==> src/rtl/queue_min_reader_if.sv <==
// rtl/queue_min_reader_if.sv - request, slot read/clear and result bundle of the extract-min reader
interface queue_min_reader_if #(
  parameter int IDX_W = 8
);
  logic             start;
  logic             busy;
  logic [IDX_W-1:0] rd_idx;
  logic [7:0]       rd_ascii;
  logic [31:0]      rd_freq;
  logic             rd_head;
  logic [7:0]       rd_queue_pos;
  logic             clr_en;
  logic [IDX_W-1:0] clr_idx;
  logic             out_valid;
  logic             out_ready;
  logic             out_empty;
  logic [7:0]       out_ascii;
  logic [31:0]      out_freq;
  logic             out_head;
  logic [7:0]       out_queue_pos;
  logic [IDX_W-1:0] out_idx;
  logic [IDX_W:0]   out_count;

  modport master (
    input  start,
    output busy,
    output rd_idx,
    input  rd_ascii,
    input  rd_freq,
    input  rd_head,
    input  rd_queue_pos,
    output clr_en,
    output clr_idx,
    output out_valid,
    input  out_ready,
    output out_empty,
    output out_ascii,
    output out_freq,
    output out_head,
    output out_queue_pos,
    output out_idx,
    output out_count
  );

  modport slave (
    output start,
    input  busy,
    input  rd_idx,
    output rd_ascii,
    output rd_freq,
    output rd_head,
    output rd_queue_pos,
    input  clr_en,
    input  clr_idx,
    input  out_valid,
    output out_ready,
    input  out_empty,
    input  out_ascii,
    input  out_freq,
    input  out_head,
    input  out_queue_pos,
    input  out_idx,
    input  out_count
  );
endinterface

==> src/rtl/queue_min_reader.sv <==
// rtl/queue_min_reader.sv - scans all queue slots, returns and clears the lowest-frequency occupied slot
module queue_min_reader #(
  parameter int NUM_SLOTS = 256,
  parameter int IDX_W     = 8
) (
  input  logic               clk,
  input  logic               ctrl_reset,
  queue_min_reader_if.master bus
);

  typedef enum logic [1:0] {
    IDLE  = 2'd0,
    SCAN  = 2'd1,
    CLEAR = 2'd2,
    DONE  = 2'd3
  } state_t;

  localparam logic [IDX_W-1:0] LAST_IDX = IDX_W'(NUM_SLOTS - 1);

  state_t           state;
  state_t           nextState;
  logic [IDX_W-1:0] scanIdx;
  logic             found;
  logic [7:0]       bestAscii;
  logic [31:0]      bestFreq;
  logic             bestHead;
  logic [7:0]       bestPos;
  logic [IDX_W-1:0] bestIdx;
  logic [IDX_W:0]   count;
  logic [IDX_W-1:0] clrIdxHold;

  logic             outEmpty;
  logic [7:0]       outAscii;
  logic [31:0]      outFreq;
  logic             outHead;
  logic [7:0]       outPos;
  logic [IDX_W-1:0] outIdx;
  logic [IDX_W:0]   outCount;

  logic slotOccupied;
  logic takeSlot;

  // Strict compare keeps the earliest (lowest-index) slot on a frequency tie.
  assign slotOccupied = (bus.rd_freq != 32'd0);
  assign takeSlot     = slotOccupied && (!found || (bus.rd_freq < bestFreq));

  always_ff @(posedge clk) begin
    if (ctrl_reset) begin
      state <= IDLE;
    end else begin
      state <= nextState;
    end
  end

  always_comb begin
    nextState   = state;
    bus.busy    = 1'b0;
    bus.rd_idx  = '0;
    bus.clr_en  = 1'b0;
    bus.clr_idx = clrIdxHold;
    bus.out_valid = 1'b0;
    case (state)
      IDLE: begin
        if (bus.start) begin
          nextState = SCAN;
        end
      end
      SCAN: begin
        bus.busy   = 1'b1;
        bus.rd_idx = scanIdx;
        if (scanIdx == LAST_IDX) begin
          nextState = CLEAR;
        end
      end
      CLEAR: begin
        bus.busy   = 1'b1;
        bus.clr_en = found;
        if (found) begin
          bus.clr_idx = bestIdx;
        end
        nextState = DONE;
      end
      DONE: begin
        bus.busy      = 1'b1;
        bus.out_valid = 1'b1;
        if (bus.out_ready) begin
          nextState = IDLE;
        end
      end
      default: begin
        nextState = IDLE;
      end
    endcase
  end

  always_ff @(posedge clk) begin
    if (ctrl_reset) begin
      scanIdx    <= '0;
      found      <= 1'b0;
      bestAscii  <= '0;
      bestFreq   <= '0;
      bestHead   <= 1'b0;
      bestPos    <= '0;
      bestIdx    <= '0;
      count      <= '0;
      clrIdxHold <= '0;
      outEmpty   <= 1'b0;
      outAscii   <= '0;
      outFreq    <= '0;
      outHead    <= 1'b0;
      outPos     <= '0;
      outIdx     <= '0;
      outCount   <= '0;
    end else begin
      case (state)
        IDLE: begin
          if (bus.start) begin
            scanIdx   <= '0;
            found     <= 1'b0;
            bestAscii <= '0;
            bestFreq  <= '0;
            bestHead  <= 1'b0;
            bestPos   <= '0;
            bestIdx   <= '0;
            count     <= '0;
            outEmpty  <= 1'b0;
            outAscii  <= '0;
            outFreq   <= '0;
            outHead   <= 1'b0;
            outPos    <= '0;
            outIdx    <= '0;
            outCount  <= '0;
          end
        end
        SCAN: begin
          scanIdx <= scanIdx + 1'b1;
          if (slotOccupied) begin
            count <= count + 1'b1;
          end
          if (takeSlot) begin
            found     <= 1'b1;
            bestAscii <= bus.rd_ascii;
            bestFreq  <= bus.rd_freq;
            bestHead  <= bus.rd_head;
            bestPos   <= bus.rd_queue_pos;
            bestIdx   <= scanIdx;
          end
        end
        CLEAR: begin
          if (found) begin
            clrIdxHold <= bestIdx;
          end
          // Best registers are still zero when nothing was found, giving all-zero fields.
          outEmpty <= !found;
          outAscii <= bestAscii;
          outFreq  <= bestFreq;
          outHead  <= bestHead;
          outPos   <= bestPos;
          outIdx   <= bestIdx;
          outCount <= count;
        end
        default: begin
        end
      endcase
    end
  end

  assign bus.out_empty     = outEmpty;
  assign bus.out_ascii     = outAscii;
  assign bus.out_freq      = outFreq;
  assign bus.out_head      = outHead;
  assign bus.out_queue_pos = outPos;
  assign bus.out_idx       = outIdx;
  assign bus.out_count     = outCount;

endmodule

==> src/flat_wrapper.sv <==
// flat-port wrapper written by rule: the top's interface ports become plain ports
module queue_min_reader_flat 
#(
  parameter int NUM_SLOTS = 256,
  parameter int IDX_W     = 8
)
  (clk, ctrl_reset, bus_start, bus_busy, bus_rd_idx, bus_rd_ascii, bus_rd_freq, bus_rd_head, bus_rd_queue_pos, bus_clr_en, bus_clr_idx, bus_out_valid, bus_out_ready, bus_out_empty, bus_out_ascii, bus_out_freq, bus_out_head, bus_out_queue_pos, bus_out_idx, bus_out_count);
  queue_min_reader_if #(.IDX_W(IDX_W)) bus_i ();
  input  logic clk;
  input  logic ctrl_reset;
  input wire logic [$bits(bus_i.start)-1:0] bus_start;
  output wire logic [$bits(bus_i.busy)-1:0] bus_busy;
  output wire logic [$bits(bus_i.rd_idx)-1:0] bus_rd_idx;
  input wire logic [$bits(bus_i.rd_ascii)-1:0] bus_rd_ascii;
  input wire logic [$bits(bus_i.rd_freq)-1:0] bus_rd_freq;
  input wire logic [$bits(bus_i.rd_head)-1:0] bus_rd_head;
  input wire logic [$bits(bus_i.rd_queue_pos)-1:0] bus_rd_queue_pos;
  output wire logic [$bits(bus_i.clr_en)-1:0] bus_clr_en;
  output wire logic [$bits(bus_i.clr_idx)-1:0] bus_clr_idx;
  output wire logic [$bits(bus_i.out_valid)-1:0] bus_out_valid;
  input wire logic [$bits(bus_i.out_ready)-1:0] bus_out_ready;
  output wire logic [$bits(bus_i.out_empty)-1:0] bus_out_empty;
  output wire logic [$bits(bus_i.out_ascii)-1:0] bus_out_ascii;
  output wire logic [$bits(bus_i.out_freq)-1:0] bus_out_freq;
  output wire logic [$bits(bus_i.out_head)-1:0] bus_out_head;
  output wire logic [$bits(bus_i.out_queue_pos)-1:0] bus_out_queue_pos;
  output wire logic [$bits(bus_i.out_idx)-1:0] bus_out_idx;
  output wire logic [$bits(bus_i.out_count)-1:0] bus_out_count;
  assign bus_i.start = bus_start;
  assign bus_busy = bus_i.busy;
  assign bus_rd_idx = bus_i.rd_idx;
  assign bus_i.rd_ascii = bus_rd_ascii;
  assign bus_i.rd_freq = bus_rd_freq;
  assign bus_i.rd_head = bus_rd_head;
  assign bus_i.rd_queue_pos = bus_rd_queue_pos;
  assign bus_clr_en = bus_i.clr_en;
  assign bus_clr_idx = bus_i.clr_idx;
  assign bus_out_valid = bus_i.out_valid;
  assign bus_i.out_ready = bus_out_ready;
  assign bus_out_empty = bus_i.out_empty;
  assign bus_out_ascii = bus_i.out_ascii;
  assign bus_out_freq = bus_i.out_freq;
  assign bus_out_head = bus_i.out_head;
  assign bus_out_queue_pos = bus_i.out_queue_pos;
  assign bus_out_idx = bus_i.out_idx;
  assign bus_out_count = bus_i.out_count;
  queue_min_reader #(.NUM_SLOTS(NUM_SLOTS), .IDX_W(IDX_W)) u_core (.clk(clk), .ctrl_reset(ctrl_reset), .bus(bus_i));
endmodule
==> config.mk <==
export PLATFORM = sky130hd
export DESIGN_NAME = queue_min_reader_flat
export DESIGN_NICKNAME = d
export VERILOG_FILES = /design/src/rtl/queue_min_reader_if.sv /design/src/rtl/queue_min_reader.sv /design/src/flat_wrapper.sv
export SDC_FILE = /design/constraint.sdc
export NUM_CORES = 1
export LEC_CHECK = 0
export CORE_MARGIN = 1
export CORE_UTILIZATION = 47
export CTS_BUF_LIST = sky130_fd_sc_hd__clkbuf_8 sky130_fd_sc_hd__clkbuf_16
export DETAILED_ROUTE_END_ITERATION = 12
export PLACE_DENSITY = 0.77
export SLEW_MARGIN = 20
export SYNTH_ARGS = -nofsm -noshare
export SYNTH_HDL_FRONTEND = slang
export SYNTH_SLANG_ARGS = --single-unit
==> constraint.sdc <==
create_clock -name clk -period 2.3 [get_ports clk]
set_input_delay 0.46 -clock clk [delete_from_list [all_inputs] [get_ports clk]]
set_output_delay 0.46 -clock clk [all_outputs]
set_load 0.005 [all_outputs]
Word-level counts from Yosys, hierarchy flattened
Index checks and enable logic that the tools add are counted.
{"block": "op_classes", "n_addsub": 2, "magnitude_cmp": 1, "n_eq_ne": 9, "muxes": 36, "reduce_logical": 13}
{"operator": "$pmux 32 s2", "n": 2}
{"operator": "$pmux 8 s2", "n": 7}
{"operator": "$mux 32", "n": 2}
{"operator": "$mux 8", "n": 7}
{"operator": "$pmux 9 s2", "n": 2}
{"operator": "$lt 32x32->1", "n": 1}
{"operator": "$reduce_bool 32->1", "n": 1}
{"operator": "$mux 9", "n": 2}
{"operator": "$add 9x1->9 const B", "n": 1}
{"operator": "$reduce_and 3->1", "n": 3}
{"operator": "$add 8x1->8 const B", "n": 1}
{"operator": "$eq 8x8->1 const B", "n": 1}
{"operator": "$pmux 1 s2", "n": 4}
{"operator": "$pmux 2 s4", "n": 1}
{"operator": "$mux 1", "n": 6}
{"operator": "$mux 2", "n": 3}
{"operator": "$ne 2x1->1 const B", "n": 3}
{"operator": "$eq 2x2->1 const B", "n": 2}
{"operator": "$ne 2x2->1 const B", "n": 2}
{"operator": "$reduce_and 2->1", "n": 2}
{"operator": "$reduce_bool 2->1", "n": 2}
{"operator": "$reduce_or 3->1", "n": 1}
{"operator": "$eq 2x1->1 const B", "n": 1}
{"operator": "$logic_not 2->1", "n": 1}
{"operator": "3 further kinds", "n": 3}
{"block": "word_totals", "regBits": 152, "inputBits": 53, "output_inout_bits": 86, "elab_cells": 78}

Logic depth before layout (Yosys ltp)
{"block": "logic_depth", "ltp_word": 5, "mapped_depth": 11, "mapped_depth_nobuf": 8}

Worst setup path after synthesis
OpenSTA, ideal clock, no wires.
{"block": "synth_path", "path_kind": "input -> register", "startpoint": "input port bus_rd_freq[14]", "endpoint": "register u_core.bestFreq[0]", "setup_time_ns": 0.085, "arrival_ns": 2.420, "required_ns": 2.215, "setup_slack_ns": -0.205, "stages": 10, "n_path_buf": 3, "path_cell_list": "ha_1 -> nand4_1 -> or4_1 -> a221oi_2 -> o41a_1 -> buf_6 -> nor3_4 -> buf_6 -> buf_8 -> o31ai_2"}
{"block": "synth_via", "elab_chain_len": 5, "elab_cells_between_ends": 6, "classes_between": "order compare: 1; eq/ne: 1; reduce/logical: 4"}
{"element": "start, declared", "line_no": "flat_wrapper.sv:15", "rtl": "input wire logic [$bits(bus_i.rd_freq)-1:0] bus_rd_freq;"}
{"element": "$lt 32x32->1", "line_no": "queue_min_reader.sv:45", "rtl": "assign takeSlot = slotOccupied && (!found || (bus.rd_freq < bestFreq));"}
{"element": "$logic_or 1x1->1", "line_no": "queue_min_reader.sv:45"}
{"element": "$logic_and 1x1->1 (*)", "line_no": "queue_min_reader.sv:45"}
{"element": "$ne 2x1->1 (no line) (*)"}
{"element": "$reduce_and 3->1 (no line) (*)"}
{"element": "end signal, assigned", "line_no": "queue_min_reader.sv:143", "rtl": "bestFreq <= bus.rd_freq;"}
{"element": "end, declared", "line_no": "queue_min_reader.sv:25", "rtl": "logic [31:0] bestFreq;"}
Every way passes the cells marked *; elsewhere a longest branch is shown, timed or not.
A chain may end at the register's enable or synchronous reset.

Final worst setup path
{"block": "layout_path", "startpoint": "register u_core.bestFreq[11]", "endpoint": "register u_core.bestFreq[30]"}
{"block": "layout_via", "elab_chain_len": 5}
{"element": "$lt 32x32->1", "line_no": "queue_min_reader.sv:45"}
{"element": "$logic_or 1x1->1", "line_no": "queue_min_reader.sv:45"}
{"element": "$logic_and 1x1->1", "line_no": "queue_min_reader.sv:45"}
{"element": "$ne 2x1->1 (no line)"}
{"element": "$reduce_and 3->1 (no line)"}
No other way between the ends.

==> run_results.csv <==
group,metric,value,unit
run_status,status,"complete, but fails checks",
run_status,failed_checks,"setup timing",
final_layout,multi_input_area,3970,um2
yosys,fraction_of_the_yosys_area_taken_by_sequential_cells,43.6,%
final_layout,regArea,3060,um2
yosys,netlist_area,6980,um2
power_and_ir_drop,clock_power_share,27.3,%
placed_design,dpl.hpwl,12600,um
floorplan,placementRows,44,
clock_tree,cts-root-to-sink-buffers,2,
worst_setup_path,timing.critical_path.cells,"inv_2, ha_4, nand4_1, or4_4, a221oi_4, o41a_1, nor3_4, buf_6, buf_6, o31ai_2",
clock_tree,h-tree-depth,4,
yosys,netlist_top_cells_area,"sky130_fd_sc_hd__dfxtp_1 44%, sky130_fd_sc_hd__a22oi_1 7.3%, sky130_fd_sc_hd__ha_1 6.6%",
min_path,min_delay_worst_endpoint,"u_core.bus.out_idx[7]",
final_layout,nNetsFinal,1080,
power_and_ir_drop,peakVddDrop,656,uV
final_layout,fillers,1075,
final_layout,post_layout_nonfiller_instances,1186,
final_layout,post-route-cell-area,10300,um2
floorplan,fp.dieH,124,um
clock_tree,clockRootBuffer,"sky130_fd_sc_hd__clkbuf_16",
grt,grt_pass1_vias,6391,
sta,max-slew-margin-rel,67.2,%
yosys,synth.distinct_cells,46,
yosys,synth_top_cells_by_count,"152 x sky130_fd_sc_hd__dfxtp_1, 119 x sky130_fd_sc_hd__nor2_1, 68 x sky130_fd_sc_hd__a22oi_1",
floorplan,design.core.area,14500,um2
worst_setup_path,timing.critical_path.buf_inv,3,
worst_setup_path,worst_path_max_delay_cell,"sky130_fd_sc_hd__or4_4",
sta,fin_ws,-270,ps
grt,antenna_found_initial,2,
worst_setup_path,timing.reg2reg.setup_slack,-270,ps
clock_tree,clock_sink_count,152,
power_and_ir_drop,power_report.internal_total,0.00623,W
worst_setup_path,crit_path_frequent_cell,"sky130_fd_sc_hd__buf_6",
worst_setup_path,worst-endpoint-arrival,2900,ps
sta,clock-skew-final,8.69,ps
final_layout,syn_to_final_growth,47.6,%
placed_design,io_buffers,138,
floorplan,die_width,124,um
sta,setup_violations,58,
worst_setup_path,cpPeakStageDelay,580,ps
placed_design,place_congestion,0.846,
yosys,syn_inst,801,
routing,via_count,6815,
sta,worst-slew-pin-transition,490,ps
sta,finalWorstPathRequiredPeriod,2570,ps
power_and_ir_drop,power_per_cell_area,949,nW/um2
yosys,synth-edff-count,0,
min_path,worstHoldPathCells,2,
routing,detail_route.drc_violations,0,
routing,drt_first_pass_iters,5,
grt,grt.total_usage,26.0,%
worst_setup_path,r2r-start,"u_core.bestFreq[11]",
clock_tree,cts_buffers,17,
placed_design,placedInstanceArea,9060,um2
power_and_ir_drop,power.switching_fraction,36.2,%
sta,rsz0062_at_grt,"true",
final_layout,post_route_core_utilization,70.9,%
yosys,async_reset_ff_share,0,%
worst_setup_path,critPathTopFamily,"simple AND/OR/NAND/NOR gates",
yosys,postSynth.topFlopCell,"sky130_fd_sc_hd__dfxtp_1",
routing,wirelength,20600,um
sta,fin_crit_share,112,%
worst_setup_path,cp-end-kind,"register",
power_and_ir_drop,combPwrFrac,41.5,%
power_and_ir_drop,seq_power_share,31.1,%
worst_setup_path,critical_path.reg2reg.endpoint,"u_core.bestFreq[30]",
worst_setup_path,timing.critical_path.required,2630,ps
clock_tree,clkLatencyLatePin,430,ps
routing,via_per_inst,5.75,
yosys,syn-mean-instance-area,8.71,um2
worst_setup_path,timing.setup.critical_path_class,"reg2reg",
power_and_ir_drop,power_switching,0.00354,W
clock_tree,clkSlewWorstSetupHoldPaths,60,ps
yosys,netlist.top_cell.by_area,"sky130_fd_sc_hd__dfxtp_1",
yosys,yosys_register_bits,152,
floorplan,io_pins,139,
yosys,synth_nets,891,
grt,grt_overflow_total,0,
sta,fmax,389,MHz
grt,grt_max_degree,73,
run,maxCapViolations,0,
clock_tree,cts_tree,"done",
power_and_ir_drop,totalPowerFinal,0.00977,W
yosys,yosysMostFrequentCell,"sky130_fd_sc_hd__dfxtp_1",
grt,grt_first_pass_wirelength,31200,um
worst_setup_path,critical_path.startpoint_type,"register",
yosys,synth_warnings,0,
final_layout,drive_gt1_share,22.9,%
worst_setup_path,reg2reg_depth,10,
min_path,hold_path.startpoint,"ctrl_reset",
floorplan,dieArea,15300,um2
power_and_ir_drop,cellLeakagePower,4.01,nW
routing,count_of_routing_violations_after_the_opening_detailed_route_iteration,665,
routing,routedWlPerCell,17.4,um
yosys,synth_top_area_share,43.6,%
sta,slew_viol_final,0,
placed_design,post-place-cells,1131,
min_path,hold_path.class,"in2reg",
floorplan,initial_utilization,48.0,%
worst_setup_path,timing.critical_path.fanout_max,5,
sta,final-hold-violation-count,0,
routing,drt.antenna.violating_nets,0,
[how the worst max path moves through the flow]
stage               cells after the start  slack, ps             endpoint                start
floorplan                              10        -80   u_core.bestFreq[0]      bus_rd_freq[10]
global placement                        9       -560  u_core.bestFreq[25]      bus_rd_freq[11]
detailed placement                      9       -710  u_core.bestFreq[23]      bus_rd_freq[11]
CTS                                    10       -160  u_core.bestFreq[13]  u_core.bestFreq[10]
global route                           10       -340  u_core.bestFreq[30]  u_core.bestFreq[11]
finish                                 10       -270  u_core.bestFreq[30]  u_core.bestFreq[11]
[power groups by stage]
stage	Sequential (W)	Combinational (W)	Clock [W]
3_3_place_gp	0.00304	0.00314	0
3_5_place_dp	0.00304	0.00318	0
4_1_cts	0.00302	0.00363	0.00270
6_report	0.00304	0.00406	0.00267
5_1_grt	0.00306	0.00436	0.00280
2_1_floorplan	0.00301	0.00202	0
[sequential cells by signal, indices dropped and copies added, names as in the netlist]
name                      cells
u_core.bestFreq              32
u_core.bestPos                8
u_core.bus.out_head           1
u_core.bus.out_ascii          8
u_core.scanIdx                8
u_core.count                  9
u_core.bus.out_count          9
u_core.bestHead               1
u_core.bestIdx                8
u_core.bus.out_freq          32
u_core.bus.out_queue_pos      8
u_core.bestAscii              8
u_core.clrIdxHold             8
u_core.bus.out_empty          1
u_core.bus.out_idx            8
u_core.state                  2
u_core.found                  1
[through the flow]
| stage | setup TNS (ps) | hold WS, ps | setup WS [ps] |
|---|---|---|---|
| 2_1_floorplan | -713 | 449 | -79.1 |
| 3_3_place_gp | -33460 | 459 | -562 |
| 3_5_place_dp | -38690 | 461 | -707 |
| 4_1_cts | -6010 | 401 | -161 |
| 5_1_grt | -15840 | 414 | -340 |
| 6_report | -11300 | 407 | -270 |
[area by class of cell]
type / count / share of cell area, %
antenna: 1 / 0.0243
clock buffer: 19 / 4.40
clock inverter: 11 / 1.07
inverter: 38 / 1.43
multi-input combinational: 546 / 38.5
sequential: 152 / 29.7
tap: 184 / 2.24
timing repair buffer: 235 / 22.6
[cells by family after synthesis]
logic type	after synthesis	share of synthesized area [%]
AND/OR/NAND/NOR	314	22.5
AO/OA/AOI/OAI	158	16.0
flip-flops	152	43.6
buffers and inverters	103	5.97
adder cells (fa/ha/maj)	37	6.63
multiplexers	26	3.87
XOR/XNOR	11	1.38
[routing by layer]
layer	global-route usage (%)	part of all wire (%)
met5	0	0.048
met4	9.64	2.0
met3	5.82	7.2
met2	43.4	48
met1	32.8	42
[placed cells by master, fill, tap and decap left out, types with 4 or more instances in the layout]
cell,Yosys,layout
sky130_fd_sc_hd__buf_6,2,5
sky130_fd_sc_hd__mux2i_1,18,18
sky130_fd_sc_hd__nor2_1,119,117
sky130_fd_sc_hd__clkdlybuf4s50_1,0,103
sky130_fd_sc_hd__o21ai_0,11,7
sky130_fd_sc_hd__xnor2_1,8,8
sky130_fd_sc_hd__dlymetal6s2s_1,0,11
sky130_fd_sc_hd__and2_4,0,5
sky130_fd_sc_hd__nand2b_1,19,19
sky130_fd_sc_hd__o31ai_2,2,22
sky130_fd_sc_hd__ha_1,37,22
sky130_fd_sc_hd__and2_1,10,4
sky130_fd_sc_hd__mux2_4,0,4
sky130_fd_sc_hd__ha_4,0,14
sky130_fd_sc_hd__nor2b_1,8,8
sky130_fd_sc_hd__mux2_2,8,4
sky130_fd_sc_hd__inv_1,38,28
sky130_fd_sc_hd__a22oi_1,68,67
sky130_fd_sc_hd__clkbuf_16,0,18
sky130_fd_sc_hd__a21oi_2,0,4
sky130_fd_sc_hd__dfxtp_2,0,10
sky130_fd_sc_hd__buf_4,0,77
sky130_fd_sc_hd__nand3_1,7,7
sky130_fd_sc_hd__inv_2,0,11
sky130_fd_sc_hd__nand4_1,53,53
sky130_fd_sc_hd__dfxtp_1,152,140
sky130_fd_sc_hd__nand2_1,52,50
sky130_fd_sc_hd__dlygate4sd2_1,0,15
sky130_fd_sc_hd__a21oi_1,27,23
sky130_fd_sc_hd__nand3b_1,18,18
sky130_fd_sc_hd__nor4_1,11,10
sky130_fd_sc_hd__buf_12,0,12
sky130_fd_sc_hd__clkdlybuf4s15_1,0,4
sky130_fd_sc_hd__o31ai_1,39,17
[what timing repair did]
action,4_1_cts,5_1_grt
hold buffers,0,0
buffers inserted,11,11
setup endpoints to repair,76,70
hold endpoints to repair,0,0
resized for setup,95,65
cloned,4,1
pin swaps,7,20
Power figures use the tool's default switching activity.
